$ cat src/rtl/coeff_bank_pkg.sv
// Shared types and constants for the coefficient bank loader.
// Defaults: 25-bit signed mantissa, exponent -16 (value = mantissa * 2^-16).
package coeff_bank_pkg;

  localparam int COEFF_WIDTH  = 25;
  localparam int COEFF_EXP    = -16;
  localparam int COEFF_INIT_N = 4;

  typedef logic signed [COEFF_WIDTH-1:0] coeff_t;

  // {1.2, 3.4, 5.6, 7.8} at exponent -16
  localparam coeff_t COEFF_INIT [COEFF_INIT_N] = '{
    25'sd78643, 25'sd222822, 25'sd367002, 25'sd511181
  };

  typedef enum logic [1:0] {IDLE, LOAD, COMMIT} state_t;

  // Entries past the listed initial set come up as zero.
  function automatic coeff_t coeff_init(input int idx);
    coeff_t v;
    v = '0;
    if (idx < COEFF_INIT_N) v = COEFF_INIT[idx];
    return v;
  endfunction

endpackage

$ cat src/rtl/coeff_bank_regfile.sv
// DEPTH x WIDTH coefficient register array: single-entry write, whole-bank
// load, registered read, async reset to the package initial set.
module coeff_bank_regfile #(
  parameter int DEPTH      = 4,
  parameter int WIDTH      = 25,
  parameter int ADDR_WIDTH = $clog2(DEPTH)
) (
  input  logic                        clk,
  input  logic                        rst_n,
  input  logic                        we,
  input  logic [ADDR_WIDTH-1:0]       waddr,
  input  logic [WIDTH-1:0]            wdata,
  input  logic                        ld_all,
  input  logic [DEPTH-1:0][WIDTH-1:0] ld_data,
  input  logic [ADDR_WIDTH-1:0]       rd_addr,
  output logic [WIDTH-1:0]            rd_data,
  output logic [DEPTH-1:0][WIDTH-1:0] q
);
  import coeff_bank_pkg::*;

  logic [DEPTH-1:0][WIDTH-1:0] mem;

  always_ff @(posedge clk or negedge rst_n) begin
    if (!rst_n) begin
      for (int i = 0; i < DEPTH; i++) mem[i] <= WIDTH'(coeff_init(i));
      rd_data <= '0;
    end else begin
      // A whole-bank load wins over a single write in the same cycle.
      if (ld_all)  mem        <= ld_data;
      else if (we) mem[waddr] <= wdata;
      rd_data <= (int'(rd_addr) < DEPTH) ? mem[rd_addr] : '0;
    end
  end

  assign q = mem;

endmodule

$ cat src/rtl/coeff_bank_loader.sv
// Streaming coefficient loader with framing check and registered read port.
// Define COEFF_BANK_DOUBLE_BUF_EN for a shadow bank with atomic swap on commit.
module coeff_bank_loader #(
  parameter int COEFF_WIDTH = 25,
  parameter int COEFF_EXP   = -16,
  parameter int DEPTH       = 4,
  parameter int ADDR_WIDTH  = $clog2(DEPTH)
) (
  input  logic                   clk,
  input  logic                   rst_n,
  input  logic                   wr_valid,
  output logic                   wr_ready,
  input  logic [COEFF_WIDTH-1:0] wr_data,
  input  logic                   wr_last,
  input  logic [ADDR_WIDTH-1:0]  rd_addr,
  output logic [COEFF_WIDTH-1:0] rd_data,
  output logic                   commit,
  output logic                   err
);
  import coeff_bank_pkg::*;

  localparam logic [ADDR_WIDTH-1:0] LAST_PTR = ADDR_WIDTH'(DEPTH - 1);

  state_t                  state, state_nxt;
  logic [ADDR_WIDTH-1:0]   wptr, wptr_nxt;
  logic                    err_nxt;
  logic                    wr_en;
  logic                    swap;

  always_ff @(posedge clk or negedge rst_n) begin
    if (!rst_n) begin
      state <= IDLE;
      wptr  <= '0;
      err   <= 1'b0;
    end else begin
      state <= state_nxt;
      wptr  <= wptr_nxt;
      err   <= err_nxt;
    end
  end

  always_comb begin
    state_nxt = state;
    wptr_nxt  = wptr;
    err_nxt   = err;
    wr_ready  = 1'b1;
    commit    = 1'b0;
    wr_en     = 1'b0;
    swap      = 1'b0;
    case (state)
      IDLE, LOAD: begin
        if (wr_valid) begin
          wr_en = 1'b1;
          if (wptr == LAST_PTR) begin
            wptr_nxt = '0;
            if (wr_last) begin
              state_nxt = COMMIT;
            end else begin
              state_nxt = IDLE;
              err_nxt   = 1'b1;
            end
          end else if (wr_last) begin
            // Set ended short: drop it and restart framing at entry 0.
            wptr_nxt  = '0;
            state_nxt = IDLE;
            err_nxt   = 1'b1;
          end else begin
            wptr_nxt  = wptr + 1'b1;
            state_nxt = LOAD;
          end
        end
      end
      COMMIT: begin
        wr_ready  = 1'b0;
        commit    = 1'b1;
        swap      = 1'b1;
        err_nxt   = 1'b0;
        state_nxt = IDLE;
      end
      default: state_nxt = IDLE;
    endcase
  end

  logic [DEPTH-1:0][COEFF_WIDTH-1:0] active_q_unused;
  logic                              active_we;
  logic                              active_ld;
  logic [DEPTH-1:0][COEFF_WIDTH-1:0] active_ld_data;

`ifdef COEFF_BANK_DOUBLE_BUF_EN
  logic [DEPTH-1:0][COEFF_WIDTH-1:0] shadow_q;
  logic [COEFF_WIDTH-1:0]            shadow_rd_unused;

  coeff_bank_regfile #(.DEPTH(DEPTH), .WIDTH(COEFF_WIDTH), .ADDR_WIDTH(ADDR_WIDTH)) u_shadow (
    .clk     (clk),
    .rst_n   (rst_n),
    .we      (wr_en),
    .waddr   (wptr),
    .wdata   (wr_data),
    .ld_all  (1'b0),
    .ld_data ('0),
    .rd_addr ('0),
    .rd_data (shadow_rd_unused),
    .q       (shadow_q)
  );

  assign active_we      = 1'b0;
  assign active_ld      = swap;
  assign active_ld_data = shadow_q;
`else
  assign active_we      = wr_en;
  assign active_ld      = 1'b0;
  assign active_ld_data = '0;
`endif

  coeff_bank_regfile #(.DEPTH(DEPTH), .WIDTH(COEFF_WIDTH), .ADDR_WIDTH(ADDR_WIDTH)) u_active (
    .clk     (clk),
    .rst_n   (rst_n),
    .we      (active_we),
    .waddr   (wptr),
    .wdata   (wr_data),
    .ld_all  (active_ld),
    .ld_data (active_ld_data),
    .rd_addr (rd_addr),
    .rd_data (rd_data),
    .q       (active_q_unused)
  );

endmodule

$ cat config.mk
export PLATFORM = sky130hd
export DESIGN_NAME = coeff_bank_loader
export DESIGN_NICKNAME = d
export VERILOG_FILES = /design/src/rtl/coeff_bank_pkg.sv /design/src/rtl/coeff_bank_regfile.sv /design/src/rtl/coeff_bank_loader.sv
export SDC_FILE = /design/constraint.sdc
export NUM_CORES = 1
export LEC_CHECK = 0
export CAP_MARGIN = 5
export CORE_ASPECT_RATIO = 0.75
export CORE_UTILIZATION = 40
export CTS_CLUSTER_SIZE = 20
export DETAILED_ROUTE_END_ITERATION = 7
export PLACE_DENSITY = 0.7
export SETUP_SLACK_MARGIN = 0.3
export SLEW_MARGIN = 0
export SYNTH_ARGS = -nofsm -noshare
export SYNTH_HDL_FRONTEND = slang
export SYNTH_SLANG_ARGS = --single-unit
$ cat constraint.sdc
create_clock -name clk -period 2.9 [get_ports clk]
set_input_delay 0.435 -clock clk [delete_from_list [all_inputs] [get_ports clk]]
set_output_delay 0.435 -clock clk [all_outputs]
set_load 0.05 [all_outputs]
After elaboration in Yosys (flattened, before gate mapping)
Cells that the tools add are included.
{"block": "word_totals", "out_inout_bits": 28, "elab_cells": 45, "input_bits": 31, "reg_bits": 130}
{"block": "classes", "order_cmp": 3, "muxes": 21, "addsub": 1, "reduce_logical": 6, "eq_ne": 6}
{"op": "$bwmux 100", "count": 1}
{"op": "$bmux 25 s2", "count": 1}
{"op": "$demux 25 s2", "count": 1}
{"op": "$mux 25", "count": 2}
{"op": "$mux 2", "count": 6}
{"op": "$mux 1", "count": 9}
{"op": "$lt 2x3->1 const B", "count": 2}
{"op": "$ne 3x3->1 const B", "count": 2}
{"op": "$eq 2x2->1 const B", "count": 2}
{"op": "$reduce_and 4->1", "count": 1}
{"op": "$add 2x1->2 const B", "count": 1}
{"op": "$eq 2x1->1 const B", "count": 1}
{"op": "$ge 2x1->1 const B", "count": 1}
{"op": "$logic_not 2->1", "count": 1}
{"op": "$ne 2x2->1 const B", "count": 1}
{"op": "$pmux 1 s2", "count": 1}
{"op": "$reduce_and 2->1", "count": 1}
{"op": "$reduce_bool 2->1", "count": 1}
{"op": "$reduce_or 2->1", "count": 1}
{"op": "$logic_and 1x1->1", "count": 1}

Depth between registers and ports, before layout
Gate-level depths: netlist of the first run.
{"block": "logic_depth", "word_depth": 5, "mapped_depth": 5, "mapped_depth_nobuf": 4}

Cells and area by module
A second synthesis of the first run with hierarchy kept.
{"block": "hier_totals", "hier_cells": 631, "hier_area_um2": 6366.1}
{"mod": "coeff_bank_regfile", "area_each_um2": 6107.1, "seq_area_each_um2": 3179.3, "instances": 1, "cells_each": 609}
{"mod": "coeff_bank_loader", "area_each_um2": 259.0, "seq_area_each_um2": 125.1, "instances": 1, "cells_each": 22}

Worst setup path after synthesis of the first run
Ideal clock, no wire load.
{"block": "synth_path", "path_type": "reg2out", "start": "register state[1]", "end": "output port commit", "path_slack_ns": 1.239, "n_path_buf": 0, "path_stages_with_launch": 3, "t_required_ns": 2.465, "arrival_ns": 1.226, "path_cell_list": "dfrtp_1 > nand2b_1 > inv_1"}
{"block": "synth_between", "elab_chain_cells": 2}
{"element": "from (decl)", "line_no": "coeff_bank_loader.sv:24", "rtl": "state_t state, state_nxt;"}
{"element": "from (signal assigned)", "line_no": "coeff_bank_loader.sv:36", "rtl": "state <= state_nxt;"}
{"element": "$eq 2x2->1", "line_no": "coeff_bank_loader.sv:50", "rtl": "case (state)"}
{"element": "$mux 1", "line_no": "coeff_bank_loader.sv:50"}
{"element": "to (decl)", "line_no": "coeff_bank_loader.sv:17", "rtl": "output logic commit,"}
Every way passes these cells.

Worst setup path in the final report of the first run
Same ends and word-level chain as after synthesis.

==> reports/metrics.cfg, run 1 <==
[power_and_ir_drop]
p_clk_share_pct=28.2
p_leak_nw=3.219
p_per_area_nw_per_um2=1144
intPower_w=0.005719
ir_worst_vdd_v=0.0004952
combinationalPowerShare_pct=31.6
p_seq_share_pct=40.2
swShare_pct=28.67
p_switching_w=0.002299

[clock_network]
cts_sinks=130
cts_tree=done
h-tree-depth=4
clk-insertion-delay-late_ps=420
cts_root_buf=clkbuf_16
path_clk_slew_ps=60
cts-buffers-inserted=17
post_cts_resize_count=0
cts_setup_buffers=0
cts_buffer_depth=2
cts-hold-fix-buffers=0

[die]
die_w_microns=139.9
rows=37
dieArea_sq_um=14750
num_io_pins=59
initial_core_util_pct=41.36
fp.dieH_microns=105.4
core_sq_um=13800

[critical_path]
path_class=register to primary output
crit_chain=nand2b_1, inv_1, clkdlybuf4s50_1
worstPathMaxFanout=9
cp.arrival_ps=1880
critical_path.endpoint_type=primary output
cp_slowest_stage_delay_ps=790
startpoint_type=register
reg2reg_setup_slack_ps=1080
slowest_stage=clkdlybuf4s50_1
crit_required_ps=2470

[timing]
worst_slew_pin_slew_ps=689.3
fin_setup_tns_ps=0
drv_slew=0
whs_ps=51.85
maxSlewHeadroom_pct=54.05
hold_violations=0
setup_viol=0
max_freq_mhz=431.9
rsz0062_at_grt=no
finalClockSkew_ps=9.173
final.min_clock_period_ps=2316
min_period_over_period_pct=79.85

[drt]
wl_microns=10120
antenna_left=0
via_per_inst=5.032
post_drt_wl_per_cell_microns=18.26
first_pass_iters=4
drt_iter0_drc=120
drc=0
num_vias=2788

[final_layout]
final_cells=554
fin_area_sq_um=7010
fillCellCount=1108
seqCellArea_sq_um=3304
drive_gt1_share_pct=55.67
syn_to_final_growth_pct=22.87
n_antenna_cell=0
multiInputGateArea_sq_um=2206
final_nets=401

[logic_synthesis]
synth_edf_count=0
synthTopCellsByCount=89 x dfrtp_1, 79 x mux2_4, 41 x dfstp_2
synth.most_common_cell=dfrtp_1
synth_top_area_share_pct=39.04
seq_area_frac_synth_pct=57.92
synth_area_per_cell_sq_um=19.28
ys_ff_latch=130
yosys_warnings=0
ys_types=21
synth_area_leaders=dfrtp_1 39%, mux2_4 21%, dfstp_2 19%, mux4_2 9.9%, mux2_2 4.3%
async_flop_share_pct=100.0
syn_nets=331
synthFlopType=dfrtp_1
synthCells=296
yosysTopAreaCell=dfrtp_1
syn_area_sq_um=5705

[grt]
grt_pass1_vias=3111
grt_start_max_net_pins=57
antenna_found_initial=0
grt_pass1_wl_microns=17070
grt_overflow=0
grt_usage_pct=15.57

[outcome]
status=completed

[placed_design]
post_dp_cell_area_sq_um=6381
place_inst=522
port_buffers=58
hpwl_microns=6361
gp_congestion=0.7203

[min_path]
min_path_type=input pin to async pin

[run]
cap_violations=0

## kinds of logic (layout without fill, tap and decap cells)
family / count (synthesis) / count (layout) / synth area share, %
AOI/OAI and AO/OA: 3 / 3 / 0.3947
xor gates and xnor gates: 1 / 1 / 0.1535
adders and majority gates: 4 / 4 / 0.8772
buffers and inverters: 20 / 103 / 3.421
DFF: 130 / 130 / 57.92
muxes: 126 / 126 / 35.00
and+or+nand+nor: 12 / 12 / 2.237
## per-stage QoR
step | util (%) | setup slack (ps) | total power (W)
finish | 50.82 | 584.4 | 0.008018
CTS | 50.82 | 555.3 | 0.008080
floorplan | - | 1239 | 0.005077
global route | 50.82 | 508.8 | 0.008358
global placement | 46.25 | 547.5 | 0.005700
detailed placement | 46.25 | 461.4 | 0.005785
## power groups by stage
| stage | clock network [W] | registers [W] | logic [W] |
|---|---|---|---|
| after floorplan | 0 | 0.00373 | 0.00134 |
| after global placement | 0 | 0.00319 | 0.00251 |
| after detailed placement | 0 | 0.00324 | 0.00255 |
| after CTS | 0.00229 | 0.00323 | 0.00256 |
| after global routing | 0.00236 | 0.00333 | 0.00267 |
| final | 0.00226 | 0.00322 | 0.00253 |
## critical path: cells and delay by family, from the launching register on
| kind | cells | cell delay, ps |
|---|---|---|
| buf+inv | 2 | 850 |
| flops | 1 | 500 |
| simple gates | 1 | 110 |
## metal layers
| layer | wire, microns | up-vias | GRT usage (%) |
|---|---|---|---|
| met5 | 0 | - | 0 |
| met4 | 130 | 0 | 6.829 |
| met3 | 349 | 11 | 4.453 |
| met2 | 4748 | 48 | 23.36 |
| met1 | 4888 | 1501 | 21.13 |
| li1 | - | 1228 | - |
## area by class of cell
type | count | share of cell area (%)
clock inverter | 10 | 2.213
clock buffer | 22 | 6.764
timing repair buffer | 66 | 9.031
tap | 175 | 3.123
sequential | 130 | 47.14
multi-input combinational | 146 | 31.47
inverter | 5 | 0.2677
## final timing paths
check                      depth (start not counted)                    to      startpoint
setup / recovery                                   3                commit        state[1]
hold / removal                                     1  u_active.rd_data[23]           rst_n
setup reg to reg                                   4        u_active.q[87]         wptr[0]
hold reg to reg                                    1        u_active.q[50]  u_active.q[50]
max in group asynchronous                          2        u_active.q[61]           rst_n
min in group clk                                   1        u_active.q[50]  u_active.q[50]
## registers in the layout, summed over array words and instances (netlist names)
register and count:
err 1, u_active.rd_data 25, u_active.q 100, wptr 2, state 2
## cells in the final DEF, fill, tap and decap left out, types with 5 or more instances in the layout
cell,n
clkdlybuf4s50_1,56
mux2_2,22
dfrtp_1,89
dfstp_2,41
buf_4,9
inv_1,5
mux2_4,79
clkbuf_16,17
mux4_2,25
Note: power is estimated with default switching activity, not from simulation.
==> run 2: changes to the inputs <==
==> constraint.sdc (replaced) <==
create_clock -name clk -period 2.2 [get_ports clk]
set_input_delay 0.33 -clock clk [delete_from_list [all_inputs] [get_ports clk]]
set_output_delay 0.33 -clock clk [all_outputs]
set_load 0.05 [all_outputs]
==> reports/metrics.cfg, run 2 (synthesis gave the netlist of run 1 again) <==
[outcome]
status=completed

[power_and_ir_drop]
p_leak_nw=3.454  ; +7.3%
total_power_w=0.01054  ; +31%
ir_worst_vdd_v=0.0006364  ; +29%
p_per_area_nw_per_um2=1465  ; +28%

[final_layout]
layout_common_cells=89 x dfrtp_1, 79 x mux2_4, 41 x dfstp_2
syn_to_final_growth_pct=26.07
final_common_cell=dfrtp_1
utilization_pct=52.14  ; +1.3 points
drive_gt1_share_pct=56.77  ; +1.1 points
fillCellCount=1082  ; -2.3%
largest_reg_flops=100  ; unchanged
n_antenna_cell=0  ; unchanged
final_nets=406  ; +1.2%

[placed_design]
port_buffers=58  ; unchanged
hpwl_microns=6461  ; +1.6%
gp_congestion=0.6940  ; -3.7%

[timing]
hold_violations=0  ; unchanged
setup_viol=0  ; unchanged
drv_slew=0  ; unchanged
final.min_clock_period_ps=1862
min_period_over_period_pct=84.64
fin_setup_tns_ps=0  ; unchanged
max_freq_mhz=537.1
worst_slew_pin_slew_ps=673.7  ; -15.57 ps
rsz0062_at_grt=no
maxSlewHeadroom_pct=55.09  ; +1.0 points
finalClockSkew_ps=8.504  ; -0.6690 ps

[clock_network]
cts_buffer_depth=2  ; unchanged
cts_tree=done
clk-insertion-delay-late_ps=410  ; about the same
cts_setup_buffers=0  ; unchanged
cts-buffers-inserted=17  ; unchanged
cts_sinks=130  ; unchanged
path_clk_slew_ps=60  ; about the same
h-tree-depth=4  ; unchanged
cts_root_buf=clkbuf_16

[run]
cap_violations=0  ; unchanged

[die]
core_sq_um=13800  ; unchanged
rows=37  ; unchanged
dieArea_sq_um=14750  ; unchanged
num_io_pins=59  ; unchanged
fp.dieH_microns=105.4  ; unchanged
die_w_microns=139.9  ; unchanged
initial_core_util_pct=41.36  ; unchanged

[critical_path]
critical_path.endpoint_type=primary output
cp_slowest_stage_delay_ps=800  ; about the same
crit_family=buffers and inverters
cp.arrival_ps=1530  ; -350 ps
crit_required_ps=1870  ; -600 ps
slowest_stage=clkdlybuf4s50_1
startpoint_type=register
crit_chain=clkdlybuf4s50_1
reg2reg_from=wptr[0]
worstPathMaxFanout=1  ; -8
path_class=register to primary output
r2r-end=u_active.q[76]
reg2reg_setup_slack_ps=620  ; -460 ps
cp_num_buf_inv=1  ; -1
ff2ff_path_depth=4  ; unchanged

[min_path]
min_path_type=input pin to async pin

[drt]
wl_microns=10630  ; +5.0%
drt_iter0_drc=144  ; +20%
post_drt_wl_per_cell_microns=19.01  ; +4.1%
antenna_left=0  ; unchanged
drc=0  ; unchanged
first_pass_iters=4  ; unchanged
via_per_inst=5.014  ; -0.36%
num_vias=2803  ; +0.54%

[grt]
grt_usage_pct=15.96  ; +0.38 points
grt_start_max_net_pins=49  ; -14%
grt_pass1_vias=3175  ; +2.1%
grt_overflow=0  ; unchanged
antenna_found_initial=0  ; unchanged
grt_pass1_wl_microns=17540  ; +2.7%

run 2: what timing repair did:
item / CTS / global route
gates cloned: 0 / 0
pin swaps: 0 / 0
endpoints found under the setup margin: 5 / 19
hold buffers: 1 / 0
resized for setup: 5 / 20
hold endpoints to repair: 33 / 0
run 2: routing by layer:
layer / vias up / share of wire [%] / global-route usage (%)
met1: 1506 / 49 / 22.40
met3: 11 / 3.5 / 4.771
met5: - / 0 / 0
met2: 56 / 47 / 23.93
met4: 0 / 1.0 / 4.710
li1: 1230 / - / -
run 2: layout make-up:
type / count / area [sq um] / share of cell area [%]
well taps: 175 / 219.0 / 3.044
flip-flops and latches: 130 / 3304 / 45.94
clock buffers: 19 / 452.9 / 6.297
multi-input cells: 146 / 2206 / 30.67
inverters: 5 / 18.77 / 0.2609
clock inverters: 13 / 160.2 / 2.226
repair buffers: 71 / 832.0 / 11.57
run 2: how the worst max path moves through the flow:
stage / slack [ps] / from / cells after the start / to
floorplan: 640 / state[1] / 2 / commit
global placement: 200 / wr_valid / 4 / u_active.q[55]
global route: 300 / u_active.rd_data[16] / 1 / rd_data[16]
detailed placement: 180 / wr_valid / 4 / u_active.q[44]
CTS: 260 / state[1] / 3 / commit
finish: 340 / u_active.rd_data[0] / 1 / rd_data[0]
run 2: metrics by stage:
step | instance area (sq um) | hold slack (ps) | instances | worst slack, ps
CTS | 7153 | 506.7 | 559 | 263.4
finish | 7193 | 490.9 | 559 | 338.0
floorplan | 5705 | 34.41 | 296 | 644.4
global placement | 6536 | 392.2 | 526 | 200.1
detailed placement | 6536 | 404.7 | 526 | 180.2
global route | 7193 | 511.7 | 559 | 301.5
run 2: power by group:
part	leakage [nW]	internal, W	switching [W]
registers	1.49	0.00371	0.000558
clock network	0.287	0.00184	0.00106
logic	1.67	0.00186	0.00151
